$ cat config.mk
export PLATFORM = sky130hd
export DESIGN_NAME = axi_read_scheduler
export DESIGN_NICKNAME = d
export VERILOG_FILES = /design/src/rtl/mips_core_pkg.sv /design/src/rtl/axi_read_scheduler_rr_picker.sv /design/src/rtl/axi_read_scheduler.sv
export SDC_FILE = /design/constraint.sdc
export NUM_CORES = 1
export LEC_CHECK = 0
export CAP_MARGIN = 20
export CORE_ASPECT_RATIO = 0.5
export CORE_MARGIN = 4
export CORE_UTILIZATION = 37
export DETAILED_ROUTE_END_ITERATION = 10
export PLACE_DENSITY = 0.82
export SLEW_MARGIN = 15
export SYNTH_ARGS = -nofsm -noshare
export SYNTH_HDL_FRONTEND = slang
export SYNTH_SLANG_ARGS = --single-unit
$ cat constraint.sdc
create_clock -name clk -period 3.3 [get_ports clk]
set_input_delay 0.825 -clock clk [delete_from_list [all_inputs] [get_ports clk]]
set_output_delay 0.825 -clock clk [all_outputs]
set_load 0.01 [all_outputs]
$ cat src/rtl/mips_core_pkg.sv
// Types and constants shared by the AXI read and write schedulers.
// Holds the scheduler FSM encoding and the fixed AXI length/ID widths.
package mips_core_pkg;

    typedef enum logic [1:0] {
        IDLE = 2'd0,
        ADDR = 2'd1,
        DATA = 2'd2
    } sched_state_e;

    localparam int AXI_LEN_W = 4;
    localparam int AXI_ID_W  = 4;

endpackage

$ cat src/rtl/axi_read_scheduler_rr_picker.sv
// Combinational round-robin picker: the first set request at or after ptr_i, with wrap.
// Produces a one-hot grant, its index and a valid flag.
module rr_picker #(
    parameter int N     = 3,
    parameter int IDX_W = $clog2(N)
) (
    input  logic [N-1:0]     req_i,
    input  logic [IDX_W-1:0] ptr_i,
    output logic [N-1:0]     gnt_o,
    output logic [IDX_W-1:0] gnt_idx_o,
    output logic             gnt_valid_o
);

    int   cand;
    logic found;

    // NOTE: every output gets a default before the loop so no latch is inferred.
    always_comb begin
        gnt_o       = '0;
        gnt_idx_o   = '0;
        gnt_valid_o = 1'b0;
        found       = 1'b0;
        cand        = 0;
        for (int off = 0; off < N; off++) begin
            cand = (int'(ptr_i) + off) % N;
            if (!found && req_i[cand]) begin
                found        = 1'b1;
                gnt_o[cand]  = 1'b1;
                gnt_idx_o    = IDX_W'(cand);
                gnt_valid_o  = 1'b1;
            end
        end
    end

endmodule

$ cat src/rtl/axi_read_scheduler.sv
// Round-robin owner of the shared AXI read channel: one burst in flight, ARID = owner,
// R beats steered back combinationally, sticky proto_err on stray or mis-sized bursts.
module axi_read_scheduler
    import mips_core_pkg::*;
#(
    parameter int NUM_MASTERS = 3,
    parameter int ADDR_WIDTH  = 26,
    parameter int DATA_WIDTH  = 32,
    parameter int IDX_W       = $clog2(NUM_MASTERS)
) (
    input  logic                              clk,
    input  logic                              rst_n,
    input  logic [NUM_MASTERS-1:0]            m_arvalid,
    input  logic [NUM_MASTERS*ADDR_WIDTH-1:0] m_araddr,
    input  logic [NUM_MASTERS*AXI_LEN_W-1:0]  m_arlen,
    output logic [NUM_MASTERS-1:0]            m_arready,
    output logic [NUM_MASTERS-1:0]            m_rvalid,
    output logic [NUM_MASTERS-1:0]            m_rlast,
    output logic [DATA_WIDTH-1:0]             m_rdata,
    output logic                              ARVALID,
    input  logic                              ARREADY,
    output logic [AXI_ID_W-1:0]               ARID,
    output logic [AXI_LEN_W-1:0]              ARLEN,
    output logic [ADDR_WIDTH-1:0]             ARADDR,
    input  logic                              RVALID,
    input  logic                              RLAST,
    input  logic [AXI_ID_W-1:0]               RID,
    input  logic [DATA_WIDTH-1:0]             RDATA,
    output logic                              RREADY,
    output logic                              busy,
    output logic                              proto_err
);

    sched_state_e           state_q, state_d;
    logic [IDX_W-1:0]       owner_q, owner_d;
    logic [IDX_W-1:0]       rr_ptr_q, rr_ptr_d;
    logic [ADDR_WIDTH-1:0]  addr_q, addr_d;
    logic [AXI_LEN_W-1:0]   len_q, len_d;
    logic [AXI_LEN_W-1:0]   beat_cnt_q, beat_cnt_d;
    logic                   perr_q, perr_d;

    logic [NUM_MASTERS-1:0] pick_gnt;
    logic [IDX_W-1:0]       pick_idx;
    logic                   pick_valid;
    logic                   beat_hit;

    rr_picker #(
        .N     (NUM_MASTERS),
        .IDX_W (IDX_W)
    ) u_picker (
        .req_i       (m_arvalid),
        .ptr_i       (rr_ptr_q),
        .gnt_o       (pick_gnt),
        .gnt_idx_o   (pick_idx),
        .gnt_valid_o (pick_valid)
    );

    assign beat_hit = (state_q == DATA) && RVALID && (RID == AXI_ID_W'(owner_q));

    // NOTE: sequential state uses non-blocking assignments only.
    always_ff @(posedge clk or negedge rst_n) begin
        if (!rst_n) begin
            state_q    <= IDLE;
            owner_q    <= '0;
            rr_ptr_q   <= '0;
            addr_q     <= '0;
            len_q      <= '0;
            beat_cnt_q <= '0;
            perr_q     <= 1'b0;
        end else begin
            state_q    <= state_d;
            owner_q    <= owner_d;
            rr_ptr_q   <= rr_ptr_d;
            addr_q     <= addr_d;
            len_q      <= len_d;
            beat_cnt_q <= beat_cnt_d;
            perr_q     <= perr_d;
        end
    end

    always_comb begin
        state_d    = state_q;
        owner_d    = owner_q;
        rr_ptr_d   = rr_ptr_q;
        addr_d     = addr_q;
        len_d      = len_q;
        beat_cnt_d = beat_cnt_q;
        perr_d     = perr_q;

        // A beat is only legitimate while a burst is being collected.
        if (RVALID && (state_q != DATA)) begin
            perr_d = 1'b1;
        end

        case (state_q)
            IDLE: begin
                if (pick_valid) begin
                    state_d = ADDR;
                    owner_d = pick_idx;
                    for (int i = 0; i < NUM_MASTERS; i++) begin
                        if (pick_gnt[i]) begin
                            addr_d = m_araddr[i*ADDR_WIDTH +: ADDR_WIDTH];
                            len_d  = m_arlen[i*AXI_LEN_W +: AXI_LEN_W];
                        end
                    end
                end
            end
            ADDR: begin
                if (ARREADY) begin
                    beat_cnt_d = '0;
                    state_d    = DATA;
                end
            end
            DATA: begin
                if (beat_hit) begin
                    beat_cnt_d = beat_cnt_q + 1'b1;
                    if (RLAST) begin
                        if (beat_cnt_q != len_q) begin
                            perr_d = 1'b1;
                        end
                        state_d  = IDLE;
                        rr_ptr_d = (owner_q == IDX_W'(NUM_MASTERS - 1)) ? '0 : owner_q + 1'b1;
                    end else if (beat_cnt_q == '1) begin
                        perr_d = 1'b1;
                    end
                end else if (RVALID) begin
                    perr_d = 1'b1;
                end
            end
            default: state_d = IDLE;
        endcase
    end

    always_comb begin
        ARVALID   = (state_q == ADDR);
        RREADY    = (state_q == DATA);
        busy      = (state_q != IDLE);
        ARID      = AXI_ID_W'(owner_q);
        ARLEN     = len_q;
        ARADDR    = addr_q;
        proto_err = perr_q;
        m_rdata   = beat_hit ? RDATA : '0;
        m_arready = '0;
        m_rvalid  = '0;
        m_rlast   = '0;
        for (int i = 0; i < NUM_MASTERS; i++) begin
            if (owner_q == IDX_W'(i)) begin
                m_arready[i] = (state_q == ADDR) && ARREADY;
                m_rvalid[i]  = beat_hit;
                m_rlast[i]   = beat_hit && RLAST;
            end
        end
    end

endmodule

==> results of run 1 <==
==> cells in the final DEF, fill, tap and decap left out, types with 7 or more instances in the layout <==
cell / n
sky130_fd_sc_hd__nor3_1: 32
sky130_fd_sc_hd__dlygate4sd2_1: 35
sky130_fd_sc_hd__nand2_1: 7
sky130_fd_sc_hd__dfrtp_1: 41
sky130_fd_sc_hd__nor2_1: 8
sky130_fd_sc_hd__clkdlybuf4s50_1: 171
sky130_fd_sc_hd__mux2_4: 32
sky130_fd_sc_hd__a31oi_1: 30
sky130_fd_sc_hd__and3_1: 32
sky130_fd_sc_hd__inv_1: 7
sky130_fd_sc_hd__buf_4: 21
sky130_fd_sc_hd__o21ai_0: 36
sky130_fd_sc_hd__nand3b_1: 33
==> worst register-to-register path: stages (launching register included) <==
cell                      delay (ns)
sky130_fd_sc_hd__dfrtp_1        0.42
sky130_fd_sc_hd__inv_1          0.10
sky130_fd_sc_hd__ha_1           0.28
sky130_fd_sc_hd__mux2_4         0.32
sky130_fd_sc_hd__mux2_4         0.31
sky130_fd_sc_hd__a21oi_2        0.15
sky130_fd_sc_hd__or2_1          0.15
sky130_fd_sc_hd__a31o_4         0.59
sky130_fd_sc_hd__mux2_4         0.37
==> state kept, by name (all words and copies together) (netlist names) <==
register	cells
ARADDR	26
beat_cnt_q	4
proto_err	1
rr_ptr_q	2
ARLEN	4
owner_q	2
state_q	2
==> power groups by stage <==
stage                     Clock [mW]  Sequential (mW)  Combinational, mW
after floorplan                    0            0.966               1.41
after global placement             0            0.889               2.42
after detailed placement           0            0.903               2.46
after CTS                      0.517            0.899               2.47
after global routing           0.546            0.934               2.63
final                          0.508            0.901               2.47
==> routing by layer <==
layer	vias up	wire length, um	global-route usage
li1	1696	-	-
met1	1703	5133	0.2743
met2	127	6315	0.4273
met3	10	631	0.03771
met4	0	134	0.05965
met5	-	0	0
==> repair_timing <==
item	in CTS	in global routing
resized for setup	39	8
endpoints found under the setup margin	38	3
pin swaps	0	1
buffers inserted	0	1
==> synthesized netlist by cell type <==
master                      n
sky130_fd_sc_hd__a21o_1     4
sky130_fd_sc_hd__a21oi_1    5
sky130_fd_sc_hd__a221oi_1   1
sky130_fd_sc_hd__a22o_1     2
sky130_fd_sc_hd__a31o_4     1
sky130_fd_sc_hd__a31oi_1   30
sky130_fd_sc_hd__and2_1     2
sky130_fd_sc_hd__and3_1    32
sky130_fd_sc_hd__and4_1     1
sky130_fd_sc_hd__buf_2      4
sky130_fd_sc_hd__buf_4      2
sky130_fd_sc_hd__buf_6      3
sky130_fd_sc_hd__clkbuf_1  27
sky130_fd_sc_hd__conb_1     1
sky130_fd_sc_hd__dfrtp_1   41
sky130_fd_sc_hd__ha_1       5
sky130_fd_sc_hd__inv_1      7
sky130_fd_sc_hd__mux2_4    32
sky130_fd_sc_hd__mux2i_1    2
sky130_fd_sc_hd__mux2i_4    1
sky130_fd_sc_hd__nand2_1    8
sky130_fd_sc_hd__nand2b_1   4
sky130_fd_sc_hd__nand3_1    3
sky130_fd_sc_hd__nand3b_1  33
sky130_fd_sc_hd__nand4_1    2
sky130_fd_sc_hd__nor2_1    10
sky130_fd_sc_hd__nor2b_1    5
sky130_fd_sc_hd__nor3_1    33
sky130_fd_sc_hd__nor4_1     1
sky130_fd_sc_hd__o211ai_1   1
sky130_fd_sc_hd__o21ai_0   36
sky130_fd_sc_hd__o31a_1     1
sky130_fd_sc_hd__o31ai_1    1
sky130_fd_sc_hd__o31ai_2    1
sky130_fd_sc_hd__o41ai_1    1
sky130_fd_sc_hd__or2_1      1
sky130_fd_sc_hd__xnor2_1    2
sky130_fd_sc_hd__xor2_1     6
==> path summary, 6_finish.rpt <==
check                                   startpoint                     end  slack [ns]
max                                         RID[1]             m_rvalid[0]        0.11
min                            proto_err$_DFF_PN0_     proto_err$_DFF_PN0_        0.46
max reg2reg                rr_ptr_q[1]$_DFFE_PN0P_   ARADDR[7]$_DFFE_PN0P_        0.49
min reg2reg                    proto_err$_DFF_PN0_     proto_err$_DFF_PN0_        0.46
max in group asynchronous                    rst_n   ARADDR[9]$_DFFE_PN0P_        2.03
min in group asynchronous                    rst_n  ARADDR[14]$_DFFE_PN0P_        0.69
==> kinds of logic (layout without fill, tap and decap cells) <==
group	Yosys count	count (layout)	share of synthesized area
compound gates	84	84	0.1603
xor+xnor	8	8	0.02195
fa+ha+maj	5	5	0.01960
buf+inv	43	247	0.06154
flops	41	41	0.3214
mux	35	35	0.1639
other cells	1	2	0.001175
simple gates	135	135	0.2501
==> cell type report <==
type / instances / share of cell area
well taps: 112 / 0.02521
inverters: 7 / 0.004728
clock buffers: 6 / 0.02499
multi-input cells: 269 / 0.3591
repair buffers: 232 / 0.3989
flip-flops and latches: 41 / 0.1846
clock inverters: 2 / 0.002476
==> through the flow <==
step	hold WS, ns	util	setup TNS (ns)	area, um2
floorplan	0.4932	-	0	3196
global placement	0.4492	0.6621	-4.124	5430
detailed placement	0.4533	0.6621	-5.094	5430
CTS	0.4677	0.6754	0	5539
global route	0.4924	0.6777	0	5558
finish	0.4649	0.6777	0	5558
==> results.json, run 1 <==
{
  "cts_buffers": 5,
  "worst_ir_drop_vdd_mv": 0.5800,
  "multiInputGateArea_um2": 1996,
  "antenna_found_initial": 0,
  "timing.fmax_mhz": 313.3,
  "leakagePower_nw": 2.555,
  "finClkSkew_ns": 0.006460,
  "power.switching_fraction": 0.3847,
  "cp_data_arrival_time_ns": 2.37,
  "number_of_nets_in_the_final_layout": 695,
  "critical_path.top_delay_family": "buffers and inverters",
  "diodes": 0,
  "worstMarginPinSlew_ns": 0.9400,
  "net-switching-power_mw": 1.493,
  "initialDrtViolationCount": 297,
  "dieWidth_um": 139.4,
  "report.final.setup_viol": 0,
  "detailed_place_hpwl_mm": 9.022,
  "power_frac_clock": 0.131,
  "die_area_um2": 10270,
  "first_global_vias": 3548,
  "drt_pass1_iterations": 5,
  "critPathBufInv": 3,
  "period_needed_ns": 3.192,
  "drc": 0,
  "vias": 3536,
  "netlist_instances": 352,
  "number_of_stages_on_the_worst_hold_path": 1,
  "synth_top_area_cell": "sky130_fd_sc_hd__dfrtp_1",
  "internal-power_mw": 2.389,
  "fin_ws_ns": 0.1084,
  "htreeDepth": 2,
  "worst-path-max-fanout": 4,
  "initial_utilization": 0.3892,
  "avgRoutedWirePerCell_um": 18.26,
  "clock_sinks": 41,
  "seqPwrFrac": 0.232,
  "area_growth_syn_to_layout_pct": 74.13,
  "syn_avg_cell_area_um2": 9.068,
  "ys_ff_latch": 41,
  "cp_capture_type": "primary output",
  "cts_tree": "built",
  "critPathKind": "in2out",
  "power.density_nw_per_um2": 698.4,
  "n_fill_cell": 658,
  "detail_route.wirelength_mm": 12.21,
  "timing.final.crit_share": 0.9671,
  "area.sequential_um2": 1026,
  "post-layout-total-power_mw": 3.882,
  "timing.final.hold_violations": 0,
  "crit_path_cell_trace": "clkdlybuf4s50_1 -> xnor2_1 -> and4_4 -> buf_4 -> nand2_1 -> nor3_1 -> clkdlybuf4s15_1",
  "viasPerCell": 5.286,
  "post_synth_num_cell_types": 38,
  "synth.top_cells.by_area": "sky130_fd_sc_hd__dfrtp_1, sky130_fd_sc_hd__mux2_4, sky130_fd_sc_hd__nand3b_1",
  "synth_top_area_share": 0.3214,
  "final_max_slew_viol_count": 0,
  "row_count": 23,
  "outcome": "finished clean",
  "post_synth_instance_area_um2": 3192,
  "required_ns": 2.47,
  "global_route.overflow_total": 0,
  "dp_slack_ns": -0.2298,
  "wire_length_of_the_first_global_routing_pass_mm": 18.70,
  "ff2ff_path_depth": 8,
  "final_cell_count_no_fill": 669,
  "port_buffers": 210,
  "globalRouteTotalUtil": 0.2270,
  "floorplan.core_area_um2": 8202,
  "post_route_cells_drive_above_1_share": 0.1329,
  "clock_latency_ns": 0.29,
  "power_frac_comb": 0.637,
  "number_of_hold_buffers_added_after_cts": 0,
  "crit_slowest_cell": "sky130_fd_sc_hd__clkdlybuf4s50_1",
  "grt_max_degree": 61,
  "yosysWarningCount": 0,
  "ant_nets": 0,
  "clock_path_buffers": 2,
  "yosysSeqAreaShare": 0.3214,
  "dp.cells": 660,
  "ios": 213,
  "cts.root.buffer_cell": "sky130_fd_sc_hd__clkbuf_16",
  "cp_num_cells": 7,
  "chipHeight_um": 73.68,
  "clock_pin_slew_on_the_worst_setup_and_hold_paths_ns": 0.06,
  "critPathLaunchType": "primary input",
  "grt_setup_unrepaired": "no",
  "hold_class": "reg2reg",
  "cpPeakStageDelay_ns": 0.47,
  "slew_headroom": 0.3733,
  "maxCapViolCount": 0,
  "routability_congestion_estimate": 0.8643
}
No activity file was read; power rests on OpenSTA's default activity.
==> run 2: changes to the inputs <==
- GPL_ROUTABILITY_DRIVEN: default -> 1
==> results of run 2 <==
Same layout as run 1: the final DEF is identical, and so are final timing and power.
==> run 3: changes to the inputs <==
- HOLD_SLACK_MARGIN: default -> 0.1
==> results of run 3 <==
Same layout as run 1: the final DEF is identical, and so are final timing and power.
